==> src/rtl/mem_port_arbiter_pkg.sv <==
// Shared definitions for the memory-port arbiter: default widths, owner encoding, tracker entry.
// Latency: none (types and constants only).
// Backpressure: not applicable.
package mem_port_arbiter_pkg;

    localparam int ADDR_W_DEF     = 24;
    localparam int DATA_W_DEF     = 16;
    localparam int STARVE_MAX_DEF = 3;

    // Which requester a memory access belongs to
    typedef enum logic {
        OWN_IF = 1'b0,
        OWN_LS = 1'b1
    } owner_e;

    // One stage of the in-flight read tracker
    typedef struct packed {
        logic   vld;
        owner_e own;
    } trk_t;

endpackage

==> src/rtl/mem_port_arbiter_prio.sv <==
// Fixed-priority grant for load/store over fetch, with an anti-starvation override for fetch.
// Latency: purely combinational, grants in the same cycle as the requests.
// Backpressure: a requester that is not granted simply keeps its request high.
module mem_arb_prio #(
    parameter int STARVE_MAX = 3,
    parameter int CNT_W      = 2
) (
    input  logic             if_req,
    input  logic             ls_req,
    input  logic [CNT_W-1:0] starve_cnt,
    output logic             if_gnt,
    output logic             ls_gnt
);

    // Load/store wins unless fetch has already waited STARVE_MAX load/store grants
    always_comb begin
        ls_gnt = ls_req && !(if_req && (starve_cnt == CNT_W'(STARVE_MAX)));
        if_gnt = if_req && !ls_gnt;
    end

endmodule

==> src/rtl/mem_port_arbiter.sv <==
// Arbitrates fetch and load/store onto one registered memory port and routes read data back.
// Latency: grant same cycle, memory port N+1, rvalid/rdata N+2 for a read granted in N.
// Backpressure: ungranted requests wait; one grant per cycle, reads fully pipelined.
module mem_port_arbiter
    import mem_port_arbiter_pkg::*;
#(
    parameter int ADDR_W     = ADDR_W_DEF,
    parameter int DATA_W     = DATA_W_DEF,
    parameter int STARVE_MAX = STARVE_MAX_DEF
) (
    input  logic              clk,
    input  logic              rst_n,
    input  logic              if_req,
    input  logic [ADDR_W-1:0] if_addr,
    output logic              if_gnt,
    output logic              if_rvalid,
    output logic [DATA_W-1:0] if_rdata,
    input  logic              ls_req,
    input  logic              ls_we,
    input  logic [ADDR_W-1:0] ls_addr,
    input  logic [DATA_W-1:0] ls_wdata,
    output logic              ls_gnt,
    output logic              ls_rvalid,
    output logic [DATA_W-1:0] ls_rdata,
    output logic [ADDR_W-1:0] Address,
    output logic [DATA_W-1:0] WriteData,
    output logic              WriteEnable,
    input  logic [DATA_W-1:0] ReadData
);

    localparam int CNT_W = (STARVE_MAX < 1) ? 1 : $clog2(STARVE_MAX + 1);

    logic [CNT_W-1:0]  starve_cnt_q, starve_cnt_d;
    logic [ADDR_W-1:0] addr_q, addr_d;
    logic [DATA_W-1:0] wdata_q, wdata_d;
    logic              we_q, we_d;
    trk_t              trk0_q, trk0_d;
    trk_t              trk1_q, trk1_d;
    logic [DATA_W-1:0] if_rdata_q, if_rdata_d;
    logic [DATA_W-1:0] ls_rdata_q, ls_rdata_d;
    logic              if_gnt_raw, ls_gnt_raw;

    mem_arb_prio #(
        .STARVE_MAX (STARVE_MAX),
        .CNT_W      (CNT_W)
    ) u_prio (
        .if_req     (if_req),
        .ls_req     (ls_req),
        .starve_cnt (starve_cnt_q),
        .if_gnt     (if_gnt_raw),
        .ls_gnt     (ls_gnt_raw)
    );

    // Grants are combinational but must stay low while reset is held
    assign if_gnt = if_gnt_raw & rst_n;
    assign ls_gnt = ls_gnt_raw & rst_n;

    // Next-state: starvation counter, memory port, read tracker and per-owner read data
    always_comb begin
        starve_cnt_d = starve_cnt_q;
        if (!if_req || if_gnt) begin
            starve_cnt_d = '0;
        end else if (ls_gnt && (starve_cnt_q != CNT_W'(STARVE_MAX))) begin
            starve_cnt_d = starve_cnt_q + 1'b1;
        end

        addr_d  = addr_q;
        wdata_d = wdata_q;
        we_d    = 1'b0;
        if (if_gnt) begin
            addr_d = if_addr;
        end else if (ls_gnt) begin
            addr_d  = ls_addr;
            wdata_d = ls_wdata;
            we_d    = ls_we;
        end

        // Stage 0 marks a read on the port this cycle; stage 1 lines up with rvalid
        trk0_d.vld = if_gnt || (ls_gnt && !ls_we);
        trk0_d.own = ls_gnt ? OWN_LS : OWN_IF;
        trk1_d     = trk0_q;

        // ReadData belongs to the read that stage 0 describes; only its owner updates
        if_rdata_d = if_rdata_q;
        ls_rdata_d = ls_rdata_q;
        if (trk0_q.vld && (trk0_q.own == OWN_IF)) begin
            if_rdata_d = ReadData;
        end
        if (trk0_q.vld && (trk0_q.own == OWN_LS)) begin
            ls_rdata_d = ReadData;
        end
    end

    // State registers; reset discards any reads still in flight
    always_ff @(posedge clk or negedge rst_n) begin
        if (!rst_n) begin
            starve_cnt_q <= '0;
            addr_q       <= '0;
            wdata_q      <= '0;
            we_q         <= 1'b0;
            trk0_q       <= '{vld: 1'b0, own: OWN_IF};
            trk1_q       <= '{vld: 1'b0, own: OWN_IF};
            if_rdata_q   <= '0;
            ls_rdata_q   <= '0;
        end else begin
            starve_cnt_q <= starve_cnt_d;
            addr_q       <= addr_d;
            wdata_q      <= wdata_d;
            we_q         <= we_d;
            trk0_q       <= trk0_d;
            trk1_q       <= trk1_d;
            if_rdata_q   <= if_rdata_d;
            ls_rdata_q   <= ls_rdata_d;
        end
    end

    assign Address     = addr_q;
    assign WriteData   = wdata_q;
    assign WriteEnable = we_q;
    assign if_rvalid   = trk1_q.vld && (trk1_q.own == OWN_IF);
    assign ls_rvalid   = trk1_q.vld && (trk1_q.own == OWN_LS);
    assign if_rdata    = if_rdata_q;
    assign ls_rdata    = ls_rdata_q;

endmodule
==> config.mk <==
export PLATFORM = sky130hd
export DESIGN_NAME = mem_port_arbiter
export DESIGN_NICKNAME = d
export VERILOG_FILES = /design/src/rtl/mem_port_arbiter_pkg.sv /design/src/rtl/mem_port_arbiter_prio.sv /design/src/rtl/mem_port_arbiter.sv
export SDC_FILE = /design/constraint.sdc
export NUM_CORES = 1
export LEC_CHECK = 0
export CAP_MARGIN = 20
export CORE_ASPECT_RATIO = 0.7
export CORE_MARGIN = 10
export CORE_UTILIZATION = 43
export DETAILED_ROUTE_END_ITERATION = 10
export PLACE_DENSITY_LB_ADDON = 0.15
export RECOVER_POWER = 50
export SYNTH_ARGS = -nofsm -noshare
export SYNTH_HDL_FRONTEND = slang
export SYNTH_SLANG_ARGS = --single-unit
==> constraint.sdc <==
create_clock -name clk -period 3.2 [get_ports clk]
set_input_delay 0.64 -clock clk [delete_from_list [all_inputs] [get_ports clk]]
set_output_delay 0.64 -clock clk [all_outputs]
set_load 0.01 [all_outputs]
==> results of run 1 <==
[critical path: stages]
cell	delay, ns
clkdlybuf4s50_1	0.50
clkbuf_1	0.41
a21oi_4	0.12
clkdlybuf4s50_1	0.51
[layer usage]
layer | routed length [µm] | share of wire, %
met1 | 4240 | 43
met2 | 4720 | 48
met3 | 911 | 9.2
met4 | 30 | 0.30
met5 | 0 | 0
[path summary, 6_finish.rpt]
kind / endpoint / slack (ns)
min reg2reg: trk1_q[1] / 0.39
min in group clk: trk1_q[1] / 0.39
max reg2reg: WriteData[4] / 0.94
max in group asynchronous: if_rdata[11] / 1.30
max: ls_gnt / 0.39
min: Address[11] / 0.21
[layout make-up]
| cell class | count | share of cell area [%] |
|---|---|---|
| clock inverter | 5 | 1.62 |
| tap | 98 | 2.37 |
| sequential | 79 | 38.3 |
| multi-input combinational | 165 | 23.1 |
| clock buffer | 9 | 2.40 |
| timing repair buffer | 169 | 32.2 |
[stage by stage]
| stage | total power, µW | util (%) |
|---|---|---|
| after floorplan | 1570 | - |
| after global placement | 2090 | 67.7 |
| after detailed placement | 2110 | 67.7 |
| after CTS | 2910 | 70.5 |
| after global routing | 3010 | 70.3 |
| final | 2860 | 70.3 |
[cells in the mapped netlist (2+ instances only)]
master	n	area (µm²)
mux2_4	8	120
a31oi_1	24	150
o21ai_0	24	120
and2_1	3	18.8
nand2_1	2	7.51
buf_2	12	60.1
nand3_1	25	125
nand2b_1	3	18.8
clkbuf_1	4	15.0
nor2b_1	3	18.8
nor2_1	25	93.8
a21boi_0	2	15.0
buf_4	2	15.0
mux2_2	40	450
dfrtp_1	79	1980
[report_power, final]
| part | internal [µW] | switching, µW |
|---|---|---|
| sequential | 1170 | 87.5 |
| clock | 433 | 351 |
| combinational | 510 | 310 |
| total | 2110 | 749 |
[registers in the layout, summed over array words and instances, names as in the netlist]
register      count
ls_rdata         16
WriteEnable       1
starve_cnt_q      2
if_rdata         16
Address          24
trk1_q            2
trk0_q            2
WriteData        16
[cell families (layout without fill, tap and decap cells)]
kind of cell | count (synthesis) | after routing | share of synthesized area, %
DFF | 79 | 79 | 60.2
and+or+nand+nor | 63 | 63 | 9.03
AOI/OAI and AO/OA | 53 | 53 | 9.56
muxes | 48 | 48 | 17.4
buffers and inverters | 20 | 183 | 3.50
adders and majority gates | 1 | 1 | 0.381
==> impl_metrics.env, run 1 <==
export IMPL_status="finished clean"
export IMPL_final_common_cell="clkdlybuf4s50_1"
export IMPL_drv_cap=0
export IMPL_critPathArrivalTime_ns=2.17
export IMPL_via_count=2617
export IMPL_synth_nets=350
export IMPL_wl_um=9910
export IMPL_gp_congestion=0.752
export IMPL_hold_class="input port to async pin"
export IMPL_drt_iter0_drc=168
export IMPL_powerDensity_nw_per_um2=553
export IMPL_track_usage_pct=16.9
export IMPL_cp_startpoint="if_req"
export IMPL_use_met3_pct=7.56
export IMPL_final_nets=510
export IMPL_critPathRequiredTime_ns=2.56
export IMPL_yosysUniqueCellTypes=23
export IMPL_cts_buffers=9
export IMPL_path_class="input port to output port"
export IMPL_dp_cells=511
export IMPL_worst_slack_ns=0.394
export IMPL_cts_clk_slew_worst_paths_ns=0.09
export IMPL_place_hpwl_um=7610
export IMPL_synth_async_reset_ratio_pct=100
export IMPL_die_area_um2=11600
export IMPL_top_usage_layer="met2"
export IMPL_viasPerCell=4.98
export IMPL_antenna_found_initial=0
export IMPL_worst_slew_pin_slew_ns=1.42
export IMPL_worst_setup_path_end_kind="output port"
export IMPL_grt_pass1_vias=2872
export IMPL_fp_dieW_um=124
export IMPL_clock_path_buffers=2
export IMPL_synth_seq_cells=79
export IMPL_fin_cells=525
export IMPL_cp_start_kind="input port"
export IMPL_die_y_um=93.1
export IMPL_synthCells=264
export IMPL_cts_setup_buffers=0
export IMPL_hold_violations=0
export IMPL_seq_area_um2=1980
export IMPL_setup_violations=0
export IMPL_placed_area_um2=4980
export IMPL_cts_resized=0
export IMPL_globalRouteMet2Util_pct=26.9
export IMPL_grt_max_degree=59
export IMPL_fill_cells=570
export IMPL_place_ws_ns=0.560
export IMPL_start_util_pct=44.7
export IMPL_portBuffers=161
export IMPL_ctsHoldBuffers=0
export IMPL_avgSynthCellArea_um2=12.4
export IMPL_clock_fmax_ghz=0.356
export IMPL_overflow=0
export IMPL_diodes=0
export IMPL_area_growth_pct=57.3
export IMPL_finalCriticalPeriod_ns=2.81
export IMPL_final_cell_mix="clkdlybuf4s50_1 (159), dfrtp_1 (79), mux2_2 (40)"
export IMPL_core_um2=7350
export IMPL_clk_insertion_delay_late_ns=0.34
export IMPL_num_rows=26
export IMPL_drv_slew=0
export IMPL_grt_util_met1_pct=20.7
export IMPL_drtAntennaViolNets=0
export IMPL_htree_num_levels=3
export IMPL_clockRootBuffer="clkbuf_8"
export IMPL_io_pins=162
export IMPL_drive_gt1_share_pct=16.4
export IMPL_timing_final_crit_share_pct=87.7
export IMPL_worst_path_max_fanout=10
export IMPL_r2r_start="starve_cnt_q[0]"
export IMPL_synth_seq_area_share_pct=60.2
export IMPL_skew_ns=0.0134
export IMPL_grt_setup_unrepaired="false"
export IMPL_ff2ff_path_depth=4
export IMPL_drt_first_pass_iters=4
export IMPL_max_slew_margin_rel_pct=5.44
export IMPL_irDropWorstVdd_v=0.000277
export IMPL_multi_input_area_um2=1200
export IMPL_power_leakage_uw=0.00208
export IMPL_synth_edf_count=0
export IMPL_cts_sinks=79
export IMPL_syn_cell_area_um2=3290
export IMPL_wl_per_cell_um=18.9
export IMPL_stdcell_area_um2=5170
export IMPL_grt_pass1_wl_um=15800
export IMPL_synth_main_ff_cell="dfrtp_1"
export IMPL_holdWs_ns=0.212
export IMPL_cts_tree="built"
export IMPL_yosysWarnings=0
export IMPL_drc=0
export IMPL_tns_ns=0
Power figures use the tool's default switching activity.
==> inputs of run 2 (changes only) <==
Settings changed: CORE_UTILIZATION 43 to 40.
Clock period 3.2 ns to 2.9 ns, I/O delays scaled along.
==> run 2 against run 1 <==
  * Via count is 1.8% higher
  * Total power is 19% higher
  * Sequential share of layout area is 0.63 points lower
  * Worst setup slack worse by 0.11 ns
  * Final area is 1.7% higher
  * First-iteration DRC count is 21% lower
  * Combinational power is 10% higher
  * Sequential power is 10% higher
  * Wire length is 0.66% higher
  * Utilization is 4.1 points lower
  * Count of clock-buffer cells in the layout is 2 higher
  * Register-to-register slack worse by 0.33 ns
  * Largest cell class unchanged
==> impl_metrics.env, run 2 (synthesis gave the netlist of run 1 again) <==
export IMPL_wl_um=9970
export IMPL_irDropWorstVdd_v=0.000411
export IMPL_num_rows=27
export IMPL_ctsHoldBuffers=0
export IMPL_via_count=2665
export IMPL_final_nets=510
export IMPL_final_common_cell="clkdlybuf4s50_1"
export IMPL_clock_fmax_ghz=0.382
export IMPL_grt_max_degree=61
export IMPL_powerDensity_nw_per_um2=646
export IMPL_cts_buffers=9
export IMPL_drive_gt1_share_pct=16.3
export IMPL_clockRootBuffer="clkbuf_16"
export IMPL_cts_setup_buffers=0
export IMPL_grt_pass1_vias=2813
export IMPL_largest_register_ffs=24
export IMPL_highest_layer="met4"
export IMPL_grt_setup_unrepaired="false"
export IMPL_clock_path_buffers=2
export IMPL_drv_slew=0
export IMPL_crit_family="buffers and inverters"
export IMPL_htree_num_levels=3
export IMPL_clk_insertion_delay_late_ns=0.33
export IMPL_drt_iter0_drc=132
export IMPL_crit_path_top_delay_cell="dlygate4sd3_1"
export IMPL_worst_path_max_fanout=4
export IMPL_finalCriticalPeriod_ns=2.62
export IMPL_wl_met1_um=4130
export IMPL_place_hpwl_um=7410
export IMPL_wl_met3_um=1080
export IMPL_tns_ns=0
export IMPL_area_growth_pct=59.9
export IMPL_overflow=0
export IMPL_routed_wl_met2_um=4650
export IMPL_timing_final_crit_share_pct=90.4
export IMPL_start_util_pct=41.4
export IMPL_diodes=0
export IMPL_worst_setup_path_end_kind="output port"
export IMPL_final_cell_mix="clkdlybuf4s50_1 (159), dfrtp_1 (79), mux2_2 (40)"
export IMPL_viasPerCell=5.03
export IMPL_io_pins=162
export IMPL_critPathMaxStageDelay_ns=0.59
export IMPL_setup_violations=0
export IMPL_fp_dieW_um=128
export IMPL_worst_slew_pin_slew_ns=1.46
export IMPL_status="finished clean"
export IMPL_cts_sinks=79
export IMPL_drt_first_pass_iters=4
export IMPL_cts_clk_slew_worst_paths_ns=0.06
export IMPL_cts_tree="built"
export IMPL_drv_cap=0
export IMPL_path_class="input port to output port"
export IMPL_stdcell_area_um2=5250
export IMPL_drc=0
export IMPL_placed_area_um2=4980
export IMPL_cp_cell_sequence="dlygate4sd3_1, nor2b_1, nor2_1, clkdlybuf4s50_1"
export IMPL_drtAntennaViolNets=0
export IMPL_hold_violations=0
export IMPL_grt_pass1_wl_um=15600
export IMPL_core_um2=7940
export IMPL_critPathRequiredTime_ns=2.32
export IMPL_holdWs_ns=0.160
export IMPL_path_buf_inv=2
export IMPL_antenna_found_initial=0
export IMPL_portBuffers=161
export IMPL_cp_start_kind="input port"
export IMPL_skew_ns=0.0105
export IMPL_track_usage_pct=16.0
export IMPL_max_slew_margin_rel_pct=2.50
export IMPL_die_y_um=95.8
export IMPL_wl_per_cell_um=18.8
export IMPL_cts_resized=0
export IMPL_hold_class="input port to async pin"
export IMPL_critPathArrivalTime_ns=2.04
export IMPL_die_area_um2=12300
export IMPL_power_leakage_uw=0.00212
export IMPL_gp_congestion=0.764
-- run 2: changes by cell type in the layout (fill, tap and decap cells not counted) --
cell        delta
clkbuf_16      +9
bufinv_16      -1
nor2b_2        -1
clkbuf_1       +1
buf_4          +1
clkinvlp_4     -1
nor2b_1        +1
clkinv_2       +2
clkbuf_8       -9
-- run 2: where the power goes --
group | internal [µW] | switching [µW]
clock network | 668 | 438
registers | 1290 | 93.0
logic | 563 | 342
-- run 2: worst paths after layout --
kind                            startpoint      endpoint  slack (ns)  cells after the start
max                                 ls_req        if_gnt        0.28                      4
min                                  rst_n   Address[20]        0.16                      1
max reg2reg                starve_cnt_q[0]  WriteData[8]        0.61                      4
min reg2reg                      trk0_q[1]     trk1_q[1]        0.39                      0
max in group asynchronous            rst_n   if_rdata[1]        1.03                      2
min in group clk                 trk0_q[1]     trk1_q[1]        0.39                      0
-- run 2: stage by stage --
stage | utilization (%) | worst slack (ns) | std cells | power [µW]
detailed placement | 62.7 | 0.377 | 514 | 2330
global placement | 62.7 | 0.399 | 514 | 2310
global route | 66.2 | 0.225 | 530 | 3550
finish | 66.2 | 0.279 | 530 | 3390
floorplan | - | 1.13 | 264 | 1730
CTS | 66.4 | 0.377 | 530 | 3440
-- run 2: cell type report --
| type | instances | area (µm²) |
|---|---|---|
| Multi-Input combinational cell | 165 | 1190 |
| Clock buffer | 11 | 233 |
| Timing Repair Buffer | 169 | 1670 |
| Clock inverter | 5 | 56.3 |
| Sequential cell | 79 | 1980 |
| Tap cell | 101 | 126 |
| Fill cell | 625 | 2690 |
-- run 2: worst reg2reg max path, stage by stage (launching register included) --
cell and delay [ns]:
dfrtp_1 0.40, ha_1 0.26, a21oi_4 0.20, clkbuf_1 0.89, mux2_2 0.42
-- run 2: metal layers --
metal | global-route usage (%) | up-vias
met5 | 0 | -
met4 | 4.11 | 0
met3 | 8.13 | 9
met2 | 25.7 | 109
met1 | 18.8 | 1286
li1 | - | 1261
